## config.mk

```make
export PLATFORM = sky130hd
export DESIGN_NAME = psum_accum_bank
export DESIGN_NICKNAME = d
export VERILOG_FILES = /design/src/rtl/psum_accum_bank.sv
export SDC_FILE = /design/constraint.sdc
export NUM_CORES = 2
export LEC_CHECK = 0
export ABC_AREA = 0
export BUFFER_PORTS_ARGS = -buffer_cell sky130_fd_sc_hd__buf_2
export CAP_MARGIN = 10
export CORE_AREA = 2 2 353 617
export DETAILED_ROUTE_END_ITERATION = 12
export DIE_AREA = 0 0 355 619
export PLACE_DENSITY = 0.4
export SYNTH_ARGS = -nofsm -noshare
export SYNTH_HDL_FRONTEND = slang
export SYNTH_SLANG_ARGS = --single-unit
```

## constraint.sdc

```tcl
create_clock -name clk -period 11.6 [get_ports clk]
set_clock_uncertainty 0.2 [all_clocks]
set_input_delay 2.9 -clock clk [delete_from_list [all_inputs] [get_ports clk]]
set_output_delay 2.9 -clock clk [all_outputs]
set_load 0.1 [all_outputs]
```

## src/rtl/psum_accum_bank.sv

```systemverilog
// psum_accum_bank: multi-bank per-column partial-sum accumulator with a
// saturating, optionally ReLU'd single-word drain over a valid/ready port.
// Optional feature macro: CORELET_ACC_SHIFT_EN (round-half-up arithmetic
// right shift by OUT_SHIFT applied to each accumulator at drain time).
module psum_accum_bank #(
  parameter int COL       = 8,
  parameter int PSUM_BW   = 16,
  parameter int ACC_BW    = 20,
  parameter int NBANK     = 4,
  parameter int OUT_SHIFT = 2
) (
  input  logic                       clk,
  input  logic                       reset,
  input  logic [COL*PSUM_BW-1:0]     in_psum,
  input  logic [COL-1:0]             in_valid,
  input  logic [$clog2(NBANK)-1:0]   acc_bank,
  output logic                       acc_ready,
  input  logic                       clr_en,
  input  logic [$clog2(NBANK)-1:0]   clr_bank,
  input  logic                       relu_en,
  input  logic                       drain_req,
  input  logic [$clog2(NBANK)-1:0]   drain_bank,
  input  logic                       drain_clr,
  output logic [COL*PSUM_BW-1:0]     out_data,
  output logic                       out_valid,
  input  logic                       out_ready,
  output logic                       busy,
  output logic [COL-1:0]             sat_flag
);

  localparam int BANK_W = $clog2(NBANK);

`ifdef CORELET_ACC_SHIFT_EN
  localparam bit SHIFT_EN = 1'b1;
`else
  localparam bit SHIFT_EN = 1'b0;
`endif

  localparam logic [ACC_BW-1:0]  ACC_MAX  = {1'b0, {(ACC_BW-1){1'b1}}};
  localparam logic [ACC_BW-1:0]  ACC_MIN  = {1'b1, {(ACC_BW-1){1'b0}}};
  localparam logic [PSUM_BW-1:0] PSUM_MAX = {1'b0, {(PSUM_BW-1){1'b1}}};
  localparam logic [PSUM_BW-1:0] PSUM_MIN = {1'b1, {(PSUM_BW-1){1'b0}}};
  localparam int                 RND_SH   = (OUT_SHIFT > 32'sd0) ? (OUT_SHIFT - 32'sd1) : 32'sd0;
  localparam logic [ACC_BW-1:0]  RND_ADD  = {{(ACC_BW-1){1'b0}}, 1'b1} << RND_SH;

  typedef enum logic [0:0] {
    ST_IDLE  = 1'b0,
    ST_DRAIN = 1'b1
  } state_t;

  // Sign-extend one psum lane to accumulator width.
  function automatic logic [ACC_BW-1:0] sext_psum(input logic [PSUM_BW-1:0] p);
    logic signed [PSUM_BW-1:0] ps;
    ps = p;
    return ACC_BW'(ps);
  endfunction

  // One extra bit of headroom so overflow is visible in the top two bits.
  function automatic logic [ACC_BW:0] add_wide(input logic [ACC_BW-1:0] a,
                                               input logic [ACC_BW-1:0] b);
    return {a[ACC_BW-1], a} + {b[ACC_BW-1], b};
  endfunction

  function automatic logic acc_ovf(input logic [ACC_BW:0] s);
    return s[ACC_BW] ^ s[ACC_BW-1];
  endfunction

  function automatic logic [ACC_BW-1:0] sat_acc(input logic [ACC_BW:0] s);
    if (acc_ovf(s)) begin
      return s[ACC_BW] ? ACC_MIN : ACC_MAX;
    end else begin
      return s[ACC_BW-1:0];
    end
  endfunction

  // True when the accumulator value does not fit the psum width.
  function automatic logic narrow_clip(input logic [ACC_BW-1:0] a);
    logic [ACC_BW-PSUM_BW:0] upper;
    upper = a[ACC_BW-1:PSUM_BW-1];
    return !((&upper) || (~|upper));
  endfunction

  function automatic logic [PSUM_BW-1:0] narrow_sat(input logic [ACC_BW-1:0] a);
    if (narrow_clip(a)) begin
      return a[ACC_BW-1] ? PSUM_MIN : PSUM_MAX;
    end else begin
      return a[PSUM_BW-1:0];
    end
  endfunction

  // Drain-time scaling: rounding add saturates before the arithmetic shift.
  function automatic logic [ACC_BW-1:0] drain_scale(input logic [ACC_BW-1:0] a);
    logic signed [ACC_BW-1:0] s;
    if (SHIFT_EN && (OUT_SHIFT > 32'sd0)) begin
      s = sat_acc(add_wide(a, RND_ADD));
      return s >>> OUT_SHIFT;
    end else begin
      return a;
    end
  endfunction

  state_t                                state_q, state_d;
  logic [NBANK-1:0][COL-1:0][ACC_BW-1:0] acc_q, acc_d;
  logic [BANK_W-1:0]                     dbank_q, dbank_d;
  logic                                  dclr_q, dclr_d;
  logic [COL*PSUM_BW-1:0]                out_data_q, out_data_d;
  logic                                  out_valid_q, out_valid_d;
  logic [COL-1:0]                        sat_flag_q, sat_flag_d;

  logic                                  handshake_s;
  logic [COL-1:0][ACC_BW:0]              sum_s;
  logic [COL-1:0][ACC_BW-1:0]            scaled_s;
  logic [COL-1:0][PSUM_BW-1:0]           nar_s;

  assign out_data    = out_data_q;
  assign out_valid   = out_valid_q;
  assign sat_flag    = sat_flag_q;
  assign handshake_s = (state_q == ST_DRAIN) && out_valid_q && out_ready;

  // State register plus all datapath flops, synchronous reset.
  always_ff @(posedge clk) begin
    if (reset) begin
      state_q     <= ST_IDLE;
      acc_q       <= '0;
      dbank_q     <= '0;
      dclr_q      <= 1'b0;
      out_data_q  <= '0;
      out_valid_q <= 1'b0;
      sat_flag_q  <= '0;
    end else begin
      state_q     <= state_d;
      acc_q       <= acc_d;
      dbank_q     <= dbank_d;
      dclr_q      <= dclr_d;
      out_data_q  <= out_data_d;
      out_valid_q <= out_valid_d;
      sat_flag_q  <= sat_flag_d;
    end
  end

  // Next-state: start a drain from IDLE, return once the word is taken.
  always_comb begin
    state_d = state_q;
    case (state_q)
      ST_IDLE: begin
        if (drain_req) begin
          state_d = ST_DRAIN;
        end else begin
          state_d = ST_IDLE;
        end
      end
      ST_DRAIN: begin
        if (out_valid_q && out_ready) begin
          state_d = ST_IDLE;
        end else begin
          state_d = ST_DRAIN;
        end
      end
      default: state_d = ST_IDLE;
    endcase
  end

  // State-decoded outputs: busy and bank-availability for accumulation.
  always_comb begin
    busy      = 1'b0;
    acc_ready = 1'b1;
    case (state_q)
      ST_IDLE: begin
        busy = 1'b0;
        if (drain_req && (acc_bank == drain_bank)) begin
          acc_ready = 1'b0;
        end else begin
          acc_ready = 1'b1;
        end
      end
      ST_DRAIN: begin
        busy = 1'b1;
        if (acc_bank == dbank_q) begin
          acc_ready = 1'b0;
        end else begin
          acc_ready = 1'b1;
        end
      end
      default: begin
        busy      = 1'b0;
        acc_ready = 1'b0;
      end
    endcase
  end

  // Bank clears, accumulation (after clears), drain capture and sticky flags.
  always_comb begin
    acc_d       = acc_q;
    dbank_d     = dbank_q;
    dclr_d      = dclr_q;
    out_data_d  = out_data_q;
    out_valid_d = out_valid_q;
    sat_flag_d  = sat_flag_q;
    sum_s       = '0;
    scaled_s    = '0;
    nar_s       = '0;

    if (clr_en) begin
      acc_d[clr_bank] = '0;
    end else begin
      acc_d[clr_bank] = acc_q[clr_bank];
    end

    if (handshake_s && dclr_q) begin
      acc_d[dbank_q] = '0;
    end else begin
      acc_d[dbank_q] = acc_d[dbank_q];
    end

    for (int c = 0; c < COL; c++) begin
      sum_s[c] = add_wide(acc_d[acc_bank][c], sext_psum(in_psum[c*PSUM_BW +: PSUM_BW]));
      if (acc_ready && in_valid[c]) begin
        acc_d[acc_bank][c] = sat_acc(sum_s[c]);
        sat_flag_d[c]      = sat_flag_d[c] | acc_ovf(sum_s[c]);
      end else begin
        acc_d[acc_bank][c] = acc_d[acc_bank][c];
      end
    end

    // The drained word is built from bank contents before this edge.
    if ((state_q == ST_IDLE) && drain_req) begin
      for (int c = 0; c < COL; c++) begin
        scaled_s[c] = drain_scale(acc_q[drain_bank][c]);
        nar_s[c]    = narrow_sat(scaled_s[c]);
        if (relu_en && nar_s[c][PSUM_BW-1]) begin
          nar_s[c] = '0;
        end else begin
          nar_s[c] = nar_s[c];
        end
        sat_flag_d[c]                        = sat_flag_d[c] | narrow_clip(scaled_s[c]);
        out_data_d[c*PSUM_BW +: PSUM_BW]     = nar_s[c];
      end
      out_valid_d = 1'b1;
      dbank_d     = drain_bank;
      dclr_d      = drain_clr;
    end else if (handshake_s) begin
      out_valid_d = 1'b0;
    end else begin
      out_valid_d = out_valid_q;
    end
  end

endmodule
```

==> flow_metrics.tcl <==
set metrics [dict create \
    worst-endpoint-arrival_ns 9.47 \
    syn_area_um2 49140 \
    cts_post_setup_buffers_inserted 0 \
    cts_tree "yes" \
    vias 49490 \
    ys_warn_count 0 \
    syn-num-nets 6224 \
    synth_edf_count 0 \
    grtUsageTotal_pct 22.37 \
    rsz0062_at_grt "no" \
    netlist_instances 5905 \
    cts_sinks 781 \
    ys_types 90 \
    routed_wl_um 254500 \
    min_path_type "flip-flop to flip-flop" \
    grt_pass1_wl_um 362500 \
    fin_crit_sh_pct 78.14 \
    initial_core_util_pct 22.91 \
    wire_per_inst_um 28.78 \
    async_flop_share_pct 0 \
    drc 0 \
    relSlewSlack_pct 17.46 \
    max-cap-violations 0 \
    tightest_slew_ns 1.234 \
    setup_tns_ns 0 \
    final_nets 6248 \
    grt_pass1_vias 50020 \
    io-pin-count 288 \
    setup_violations 0 \
    start_kind "primary input" \
    post_cts_resized 0 \
    syn_avg_cell_area_um2 8.323 \
    slowest_delay_ns 0.93 \
    rows 225 \
    cpLargestDelayFamily "compound AO/OA/AOI/OAI gates" \
    path_class "primary input to flip-flop" \
    critical_path.most_common_cell "a21o_1" \
    drt-pass1-iter-count 6 \
    drtIter0Drc 4420 \
    drive_gt1_share_pct 15.21 \
    root_buffer "clkbuf_16" \
    area.growth.synth_to_final_pct 15.60 \
    crit_path_end_kind "flip-flop" \
    die_area_um2 219700 \
    p_leak_uw 0.02099 \
    power_density_nw_per_um2 160.0 \
    hold_viol 0 \
    path_max_fanout 21 \
    numCtsBuffers 92 \
    path_buf_inv 3 \
    die_h_um 619 \
    synth_ff_type "dfxtp_1" \
    fmax_mhz 110.3 \
    dp_hpwl_um 175600 \
    dpl_cell_area_um2 53580 \
    clock_latency_ns 0.74 \
    ir_worst_vdd_mv 0.1055 \
    status "finished, final reports clean" \
    holdWs_ns 0.2482 \
    grt.overflow.total 0 \
    stdcell_area_um2 56810 \
    antenna_found_initial 23 \
    path_cells "buf_2, and4_1, a21oi_4, nand2_1, mux4_2, inv_1, ha_1, a21o_1, a21o_1, a21o_1, a221oi_1, o21ai_0, a221o_1, a21o_1, a21o_1, xor2_1, ha_1, clkinv_1, or2_2, nand2_1, nor2_1, a221oi_1" \
    io_buffers 287 \
    via_per_inst 5.595 \
    path_clk_slew_ns 0.06 \
    die_w_um 355 \
    gp_congestion 0.9018 \
    worstPathRequired_ns 12.00 \
    antenna_left 0 \
    yosys_register_bits 781 \
    grt_max_degree 182 \
    clk_path_buf_depth 3 \
    core_area_um2 214500 \
    seq_area_frac_synth_pct 31.81 \
    ctsHoldBuffers 0 \
    crit_slowest_cell "a21oi_4" \
    period_needed_ns 9.064 \
    slew_viol_final 0 \
    power.total_uw 9088 \
    htreeDepth 3 \
]
report_power, final:
group          total [uW]  internal [uW]  switching [uW]
Clock                3220           1850            1380
Sequential           3030           2890             147
Combinational        2830            807            2030
metal layers:
metal	vias to the layer above	part of all wire, %	global-route usage [%]	wire [um]
met3	617	5.2	2.786	13160
met1	24610	37	24.44	93580
met5	-	0.040	0	101
met4	14	6.9	13.84	17500
li1	22270	-	-	-
met2	1982	51	40.73	130200
through the flow:
step / utilization (%) / worst slack [ns] / instances
after floorplan: - / 2.889 / 5905
after global placement: 24.98 / 1.713 / 8672
after detailed placement: 24.98 / 1.781 / 8672
after CTS: 26.48 / 2.507 / 8839
after global routing: 26.48 / 2.144 / 8842
final: 26.48 / 2.536 / 8845
placed cells by master (no fill, tap or decap), drive strengths merged, types with 162 or more instances in the layout:
cell / synthesis / layout
a211oi: 171 / 171
a21oi: 505 / 505
ha: 162 / 162
nand3: 197 / 197
dfxtp: 781 / 781
buf: 132 / 417
inv: 157 / 165
o21ai: 488 / 488
nand2: 839 / 839
nor2: 444 / 444
mux4: 237 / 237
path summary, 6_finish.rpt:
kind,startpoint,to,slack (ns),depth (start not counted)
worst max register to register,dbank_q[0]$_SDFFE_PP0P_,acc_q[251]$_SDFF_PP0_,4.25,20
worst min-delay path,out_data[83]$_SDFFE_PP0P_,out_data[83]$_SDFFE_PP0P_,0.25,2
worst min register to register,out_data[83]$_SDFFE_PP0P_,out_data[83]$_SDFFE_PP0P_,0.25,2
worst max-delay path,out_ready,acc_q[116]$_SDFF_PP0_,2.54,22
flip-flops by register name, indices dropped and copies added, names as in the netlist:
| signal | cells |
|---|---|
| acc_q | 640 |
| dbank_q | 2 |
| dclr_q | 1 |
| out_data | 128 |
| out_valid | 1 |
| sat_flag | 8 |
| state_q | 1 |
final cells by class:
type / count / area (um2)
diodes: 6 / 15.01
fillers: 23330 / 157700
multi-input cells: 4477 / 31220
clock inverters: 41 / 585.6
well taps: 2837 / 3550
clock buffers: 126 / 2631
repair buffers: 418 / 2569
flip-flops and latches: 781 / 15640
inverters: 159 / 596.8
Yosys cell counts (all sizes together) (9+ instances only):
cell     number  area (um2)
o31ai        26       195.2
o211ai       66       495.5
nor2        444        1667
buf         132       618.1
a211oi      171        1284
inv         157       589.3
a21oi       505        2587
ha          162        2027
a22oi       122       915.9
clkbuf      356        1336
a22o         61       534.3
nand4        19       118.9
a31oi        67       425.4
nand3b       23       172.7
nand3       197       991.0
nand2       839        3149
a211o        10       87.58
a221o        43       430.4
a2111oi      11       121.4
a21o         90       675.7
o21bai       15       112.6
o32ai        81       709.4
o21a         88       660.6
a21boi       16       120.1
and3         27       168.9
mux2         10       116.4
mux4        237        5338
o21ai       488        2465
o22ai        62       387.9
dfxtp       781       15640
or3           9       56.30
nor3         52       270.3
a221oi      123        1095
xnor2        76       673.2
o31a         43       376.6
o211a        13       130.1
nand2b       19       118.9
and2         32       200.2
a311oi       46       420.4
xor2         50       437.9
nor2b        25       156.4
worst min-delay path, cell delays in order (launching register included):
cell	delay (ns)
dfxtp_1	0.30
nand2_1	0.05
a21oi_1	0.05
kinds of logic after synthesis:
logic type / count (synthesis) / synth area share (%)
simple gates: 1716 / 14.85
xor+xnor: 126 / 2.261
fa+ha+maj: 173 / 4.511
flops: 781 / 31.81
buf+inv: 647 / 5.191
compound gates: 2208 / 30.13
mux: 254 / 11.24
Note: power is estimated with default switching activity, not from simulation.
